## config.mk

```make
export PLATFORM = sky130hd
export DESIGN_NAME = bcd_sequence_controller
export DESIGN_NICKNAME = d
export VERILOG_FILES = /design/src/rtl/bcd_seq_pkg.sv /design/src/rtl/bcd_step_unit.sv /design/src/rtl/bcd_sequence_controller.sv
export SDC_FILE = /design/constraint.sdc
export NUM_CORES = 1
export LEC_CHECK = 0
export ABC_AREA = 0
export CORE_MARGIN = 4
export CORE_UTILIZATION = 53
export DETAILED_ROUTE_END_ITERATION = 10
export PLACE_DENSITY = 0.85
export SYNTH_ARGS = -nofsm -noshare
export SYNTH_HDL_FRONTEND = slang
export SYNTH_SLANG_ARGS = --single-unit
```

## constraint.sdc

```tcl
create_clock -name clk_out -period 2.4 [get_ports clk_out]
set_input_delay 0.24 -clock clk_out [delete_from_list [all_inputs] [get_ports clk_out]]
set_output_delay 0.24 -clock clk_out [all_outputs]
set_load 0.02 [all_outputs]
```

## src/rtl/bcd_seq_pkg.sv

```systemverilog
// Shared encodings for the BCD display sequencer: FSM states, limit modes
// and count directions.
package bcd_seq_pkg;

  typedef enum logic [1:0] {
    ST_IDLE  = 2'd0,
    ST_RUN   = 2'd1,
    ST_PAUSE = 2'd2,
    ST_DWELL = 2'd3
  } seq_state_t;

  localparam logic MODE_WRAP   = 1'b0;
  localparam logic MODE_BOUNCE = 1'b1;

  localparam logic DIR_UP   = 1'b1;
  localparam logic DIR_DOWN = 1'b0;

endpackage

```

## src/rtl/bcd_step_unit.sv

```systemverilog
// Combinational one-digit advance: works out the next digit, whether the
// current digit sits on the limit in the travel direction, and whether to reverse.
module bcd_step_unit
  import bcd_seq_pkg::*;
#(
  parameter logic [3:0] MIN_DIGIT = 4'd0,
  parameter logic [3:0] MAX_DIGIT = 4'd9
) (
  input  logic [3:0] count,
  input  logic       dir,
  input  logic       mode,
  output logic [3:0] next_count,
  output logic       at_limit,
  output logic       flip_dir
);

  always_comb begin
    at_limit   = (dir == DIR_UP) ? (count >= MAX_DIGIT) : (count <= MIN_DIGIT);
    flip_dir   = at_limit && (mode == MODE_BOUNCE);
    next_count = count;
    if (!at_limit) begin
      next_count = (dir == DIR_UP) ? count + 4'd1 : count - 4'd1;
    end else if (mode == MODE_WRAP) begin
      next_count = (dir == DIR_UP) ? MIN_DIGIT : MAX_DIGIT;
    end else begin
      // Bounce reverses first, so the digit steps away from the limit.
      next_count = (dir == DIR_UP) ? count - 4'd1 : count + 4'd1;
    end
  end

endmodule

```

## src/rtl/bcd_sequence_controller.sv

```systemverilog
// Run/pause/step sequencer owning the single BCD display digit.
//   state | meaning
//   IDLE  | stopped; step advances once, stop reloads MIN_DIGIT
//   RUN   | advancing one digit per clk_out edge
//   PAUSE | held mid-sequence; step advances once, stop returns to IDLE
//   DWELL | bounce mode holding at a limit for HOLD_TICKS extra cycles
module bcd_sequence_controller
  import bcd_seq_pkg::*;
#(
  parameter logic [3:0] MIN_DIGIT  = 4'd0,
  parameter logic [3:0] MAX_DIGIT  = 4'd9,
  parameter int         HOLD_TICKS = 3
) (
  input  logic       clk_out,
  input  logic       reset,
  input  logic       start_i,
  input  logic       stop_i,
  input  logic       step_i,
  input  logic       dir_i,
  input  logic       mode_i,
  output logic [3:0] count_o,
  output logic [1:0] state_o,
  output logic       busy_o,
  output logic       limit_pulse_o
);

  if (!((MIN_DIGIT < MAX_DIGIT) && (MAX_DIGIT <= 4'd9))) begin : g_bad_digit_range
    $error("bcd_sequence_controller: need MIN_DIGIT < MAX_DIGIT <= 9");
  end
  if ((HOLD_TICKS < 0) || (HOLD_TICKS > 15)) begin : g_bad_hold_ticks
    $error("bcd_sequence_controller: HOLD_TICKS must be 0..15");
  end

  localparam bit         HAS_DWELL  = (HOLD_TICKS != 0);
  localparam logic [3:0] DWELL_LAST = 4'(HOLD_TICKS - 1);

  seq_state_t state_q, state_d;
  logic [3:0] count_q, count_d;
  logic [3:0] dwell_q, dwell_d;
  logic       dir_q, dir_d;
  logic       pulse_q, pulse_d;
  logic       busy_q, busy_d;

  logic       su_dir, su_mode;
  logic [3:0] su_next;
  logic       su_at_limit, su_flip;
  logic       adv_dir;

  // DWELL always finishes as a bounce along the already-flipped dir_q, even
  // if mode_i changed meanwhile; wrap mode tracks dir_i live.
  assign su_mode = (state_q == ST_DWELL) ? MODE_BOUNCE : mode_i;
  assign su_dir  = (state_q == ST_DWELL)                            ? dir_q :
                   (mode_i == MODE_WRAP || state_q == ST_IDLE)      ? dir_i : dir_q;
  assign adv_dir = su_flip ? ~su_dir : su_dir;

  bcd_step_unit #(
    .MIN_DIGIT (MIN_DIGIT),
    .MAX_DIGIT (MAX_DIGIT)
  ) u_step (
    .count      (count_q),
    .dir        (su_dir),
    .mode       (su_mode),
    .next_count (su_next),
    .at_limit   (su_at_limit),
    .flip_dir   (su_flip)
  );

  always_comb begin
    state_d = state_q;
    count_d = count_q;
    dwell_d = dwell_q;
    pulse_d = 1'b0;
    dir_d   = (mode_i == MODE_WRAP && state_q != ST_DWELL) ? dir_i : dir_q;

    case (state_q)
      ST_IDLE: begin
        if (stop_i) begin
          count_d = MIN_DIGIT;
        end else if (start_i) begin
          state_d = ST_RUN;
          dir_d   = dir_i;
        end else if (step_i) begin
          count_d = su_next;
          dir_d   = adv_dir;
          pulse_d = su_at_limit;
        end
      end
      ST_RUN: begin
        if (stop_i) begin
          state_d = ST_PAUSE;
        end else if (HAS_DWELL && su_flip) begin
          state_d = ST_DWELL;
          dir_d   = adv_dir;
          dwell_d = 4'd0;
          pulse_d = 1'b1;
        end else begin
          count_d = su_next;
          dir_d   = adv_dir;
          pulse_d = su_at_limit;
        end
      end
      ST_DWELL: begin
        if (stop_i) begin
          state_d = ST_PAUSE;
          dwell_d = 4'd0;
        end else if (dwell_q == DWELL_LAST) begin
          state_d = ST_RUN;
          dwell_d = 4'd0;
          count_d = su_next;
          dir_d   = adv_dir;
          pulse_d = su_at_limit;
        end else begin
          dwell_d = dwell_q + 4'd1;
        end
      end
      ST_PAUSE: begin
        if (stop_i) begin
          state_d = ST_IDLE;
          count_d = MIN_DIGIT;
        end else if (start_i) begin
          state_d = ST_RUN;
        end else if (step_i) begin
          count_d = su_next;
          dir_d   = adv_dir;
          pulse_d = su_at_limit;
        end
      end
      default: state_d = ST_IDLE;
    endcase

    busy_d = (state_d == ST_RUN) || (state_d == ST_DWELL);
  end

  always_ff @(posedge clk_out or negedge reset) begin
    if (!reset) begin
      state_q <= ST_IDLE;
      count_q <= MIN_DIGIT;
      dwell_q <= 4'd0;
      dir_q   <= DIR_UP;
      pulse_q <= 1'b0;
      busy_q  <= 1'b0;
    end else begin
      state_q <= state_d;
      count_q <= count_d;
      dwell_q <= dwell_d;
      dir_q   <= dir_d;
      pulse_q <= pulse_d;
      busy_q  <= busy_d;
    end
  end

  assign count_o       = count_q;
  assign state_o       = state_q;
  assign busy_o        = busy_q;
  assign limit_pulse_o = pulse_q;

endmodule

```

==> results of run 1 <==
## metal layers
| layer | global-route usage [%] | vias up |
|---|---|---|
| met5 | 0 | - |
| met1 | 28.8 | 497 |
| met2 | 37.2 | 62 |
| met3 | 3.42 | 14 |
| li1 | - | 501 |
| met4 | 11.1 | 0 |
## worst reg2reg max path, cell delays in order (launching register included)
cell,delay [ns]
dfrtp_2,0.45
inv_1,0.09
ha_1,0.18
or3b_4,0.41
nand3_1,0.10
mux2i_1,0.13
or3_4,0.38
a21o_1,0.22
a22o_1,0.23
## power breakdown
group	internal, mW	total (mW)	switching [mW]
logic	0.342	0.685	0.343
clock network	0.0926	0.177	0.0844
registers	0.253	0.317	0.0643
## cell type report
class                   count  area [µm²]  share of cell area [%]
repair buffers             29         253                    19.0
well taps                  25        31.3                    2.35
inverters                   7        26.3                    1.98
multi-input cells          97         679                    51.1
clock buffers               4        36.3                    2.73
flip-flops and latches     12         303                    22.8
## cells in the mapped netlist (3+ instances only)
master	count
a21o_1	3
a21oi_1	4
and2_1	3
buf_6	3
clkbuf_1	3
dfrtp_1	11
ha_1	6
inv_1	7
mux2i_1	5
nand2_1	14
nand3_1	4
nor2_1	11
nor3b_1	3
o21ai_0	8
o31ai_1	3
or3b_2	3
## per-stage QoR
stage	total power [mW]	cell area (µm²)	TNS, ns	instances
CTS	1.15	1320	0	174
global route	1.26	1330	-0.0155	174
finish	1.18	1330	0	174
detailed placement	0.966	1280	-0.223	170
global placement	0.935	1280	-0.0523	170
floorplan	0.731	1050	0	123
## path summary, 6_finish.rpt
| path | to | slack, ns | cells after the start |
|---|---|---|---|
| worst max-delay path | count_o[3]$_DFFE_PN0P_ | 0.09 | 8 |
| worst min-delay path | count_o[3]$_DFFE_PN0P_ | 0.30 | 1 |
| worst max register to register | count_o[3]$_DFFE_PN0P_ | 0.09 | 8 |
| worst min register to register | dwell_q[3]$_DFFE_PN0P_ | 0.55 | 1 |
| max in group asynchronous | count_o[0]$_DFFE_PN0P_ | 1.69 | 1 |
| min in group clk_out | dwell_q[3]$_DFFE_PN0P_ | 0.55 | 1 |
## what timing repair did
item,4_1_cts,5_1_grt
resized for setup,0,4
hold buffers,0,0
endpoints found under the setup margin,0,4
## kinds of logic after synthesis
logic type | count (synthesis) | synth area share (%)
flops | 12 | 28.8
fa+ha+maj | 7 | 8.24
buf+inv | 14 | 7.53
simple gates | 46 | 22.5
compound gates | 36 | 24.7
mux | 8 | 8.24
==> results.ini, run 1 <==
[status]
status = finished, final reports clean

[place]
gp_congestion = 0.948
hpwl_um = 2040
io_buffers = 14
place_ws_ns = -0.0896

[global_routing]
grt_max_degree = 19
grt_pass1_vias = 1039
grt_usage_pct = 22.7
grt_pass1_wl_um = 4630
antenna_found_initial = 0
overflow = 0

[routing]
post_drt_wl_per_cell_um = 15.9
routed_wl_um = 2760
vias_per_cell = 6.17
vias = 1074
drtIter0Drc = 69
met3WireLength_um = 230
wl_met2_um = 1300
ant_nets = 0
highest_layer = met4
drt_pass1_iterations = 4
drt-met1-wl_um = 1130
drc = 0

[yosys]
yosysTopAreaCellShare_pct = 26.3
synth_seq_area_share_pct = 28.8
mappedNetlistNets = 136
ys_seq_elements = 12
synth_area_leaders = dfrtp_1 26%, ha_1 7.2%, nand2_1 5.0%
synth_enable_flop_cells = 0
netlist_instances = 123
avgSynthCellArea_um2 = 8.51
yosys_warnings = 0
synth_cell_types = 39
yosys.area.top_type = dfrtp_1
synth_area_um2 = 1050
async_flop_share_pct = 100
synth_ff_type = dfrtp_1

[worst_setup_path]
cp_data_required_time_ns = 2.60
crit_family = simple AND/OR/NAND/NOR gates
crit_buf_inv = 1
critical-path-slowest-cell = dfrtp_2
start_kind = register
r2r-start = count_o[0]$_DFFE_PN0P_
arrival_ns = 2.51
timing.critical_path.slowest_cell_delay_ns = 0.45
criticalPathCategory = register to register
worstPathCellList = inv_1, ha_1, or3b_4, nand3_1, mux2i_1, or3_4, a21o_1, a22o_1
worstSetupStartpoint = count_o[0]$_DFFE_PN0P_
crit_fanout = 5
endpoint_kind = register

[timing]
period_needed_ns = 2.31
drv_slew = 0
timing.final.crit_share_pct = 96.3
maxSlewHeadroom_pct = 61.1
fmax_mhz = 433
worst_slew_pin_slew_ns = 0.582
finalHoldViolations = 0
skew_ns = 0.0122
holdWs_ns = 0.303
layout_setup_ws_ns = 0.0881
setup-violations-final = 0

[clock_network]
clock_latency_ns = 0.30
clockBufferDepth = 2
post_cts_buffers = 0
cts_buffers = 3
cts-root-buf = clkbuf_4
htreeDepth = 1
cts_tree = yes
clock-sinks = 12
path_clk_slew_ns = 0.09

[floorplan]
ios = 15
start_util_pct = 58.1
rows = 15
coreArea_um2 = 1800
die_y_um = 52.5
die_w_um = 52.5
die-area_um2 = 2750

[run]
cap_violations = 0

[cells_and_area]
drive_above_1_share_pct = 21.5
diodes = 0
nFillCells = 127
final_common_cell = buf_4
final_cell_mix = 15 x buf_4, 14 x nand2_1, 14 x clkdlybuf4s50_1
area_growth_pct = 26.9
finalNetCount = 163
utilization_pct = 73.8

[power]
power_density_nw_per_um2 = 887
power_leakage_nw = 0.607
ir_drop_v = 0.000580

[min_path]
hp-class = input port to async pin

(Power assumes the default switching activity.)
==> run 2, diff against run 1 <==
- ABC_AREA: 0 -> not set
==> results of run 2 <==
Same layout as run 1: the final DEF is identical, and so are final timing and power.
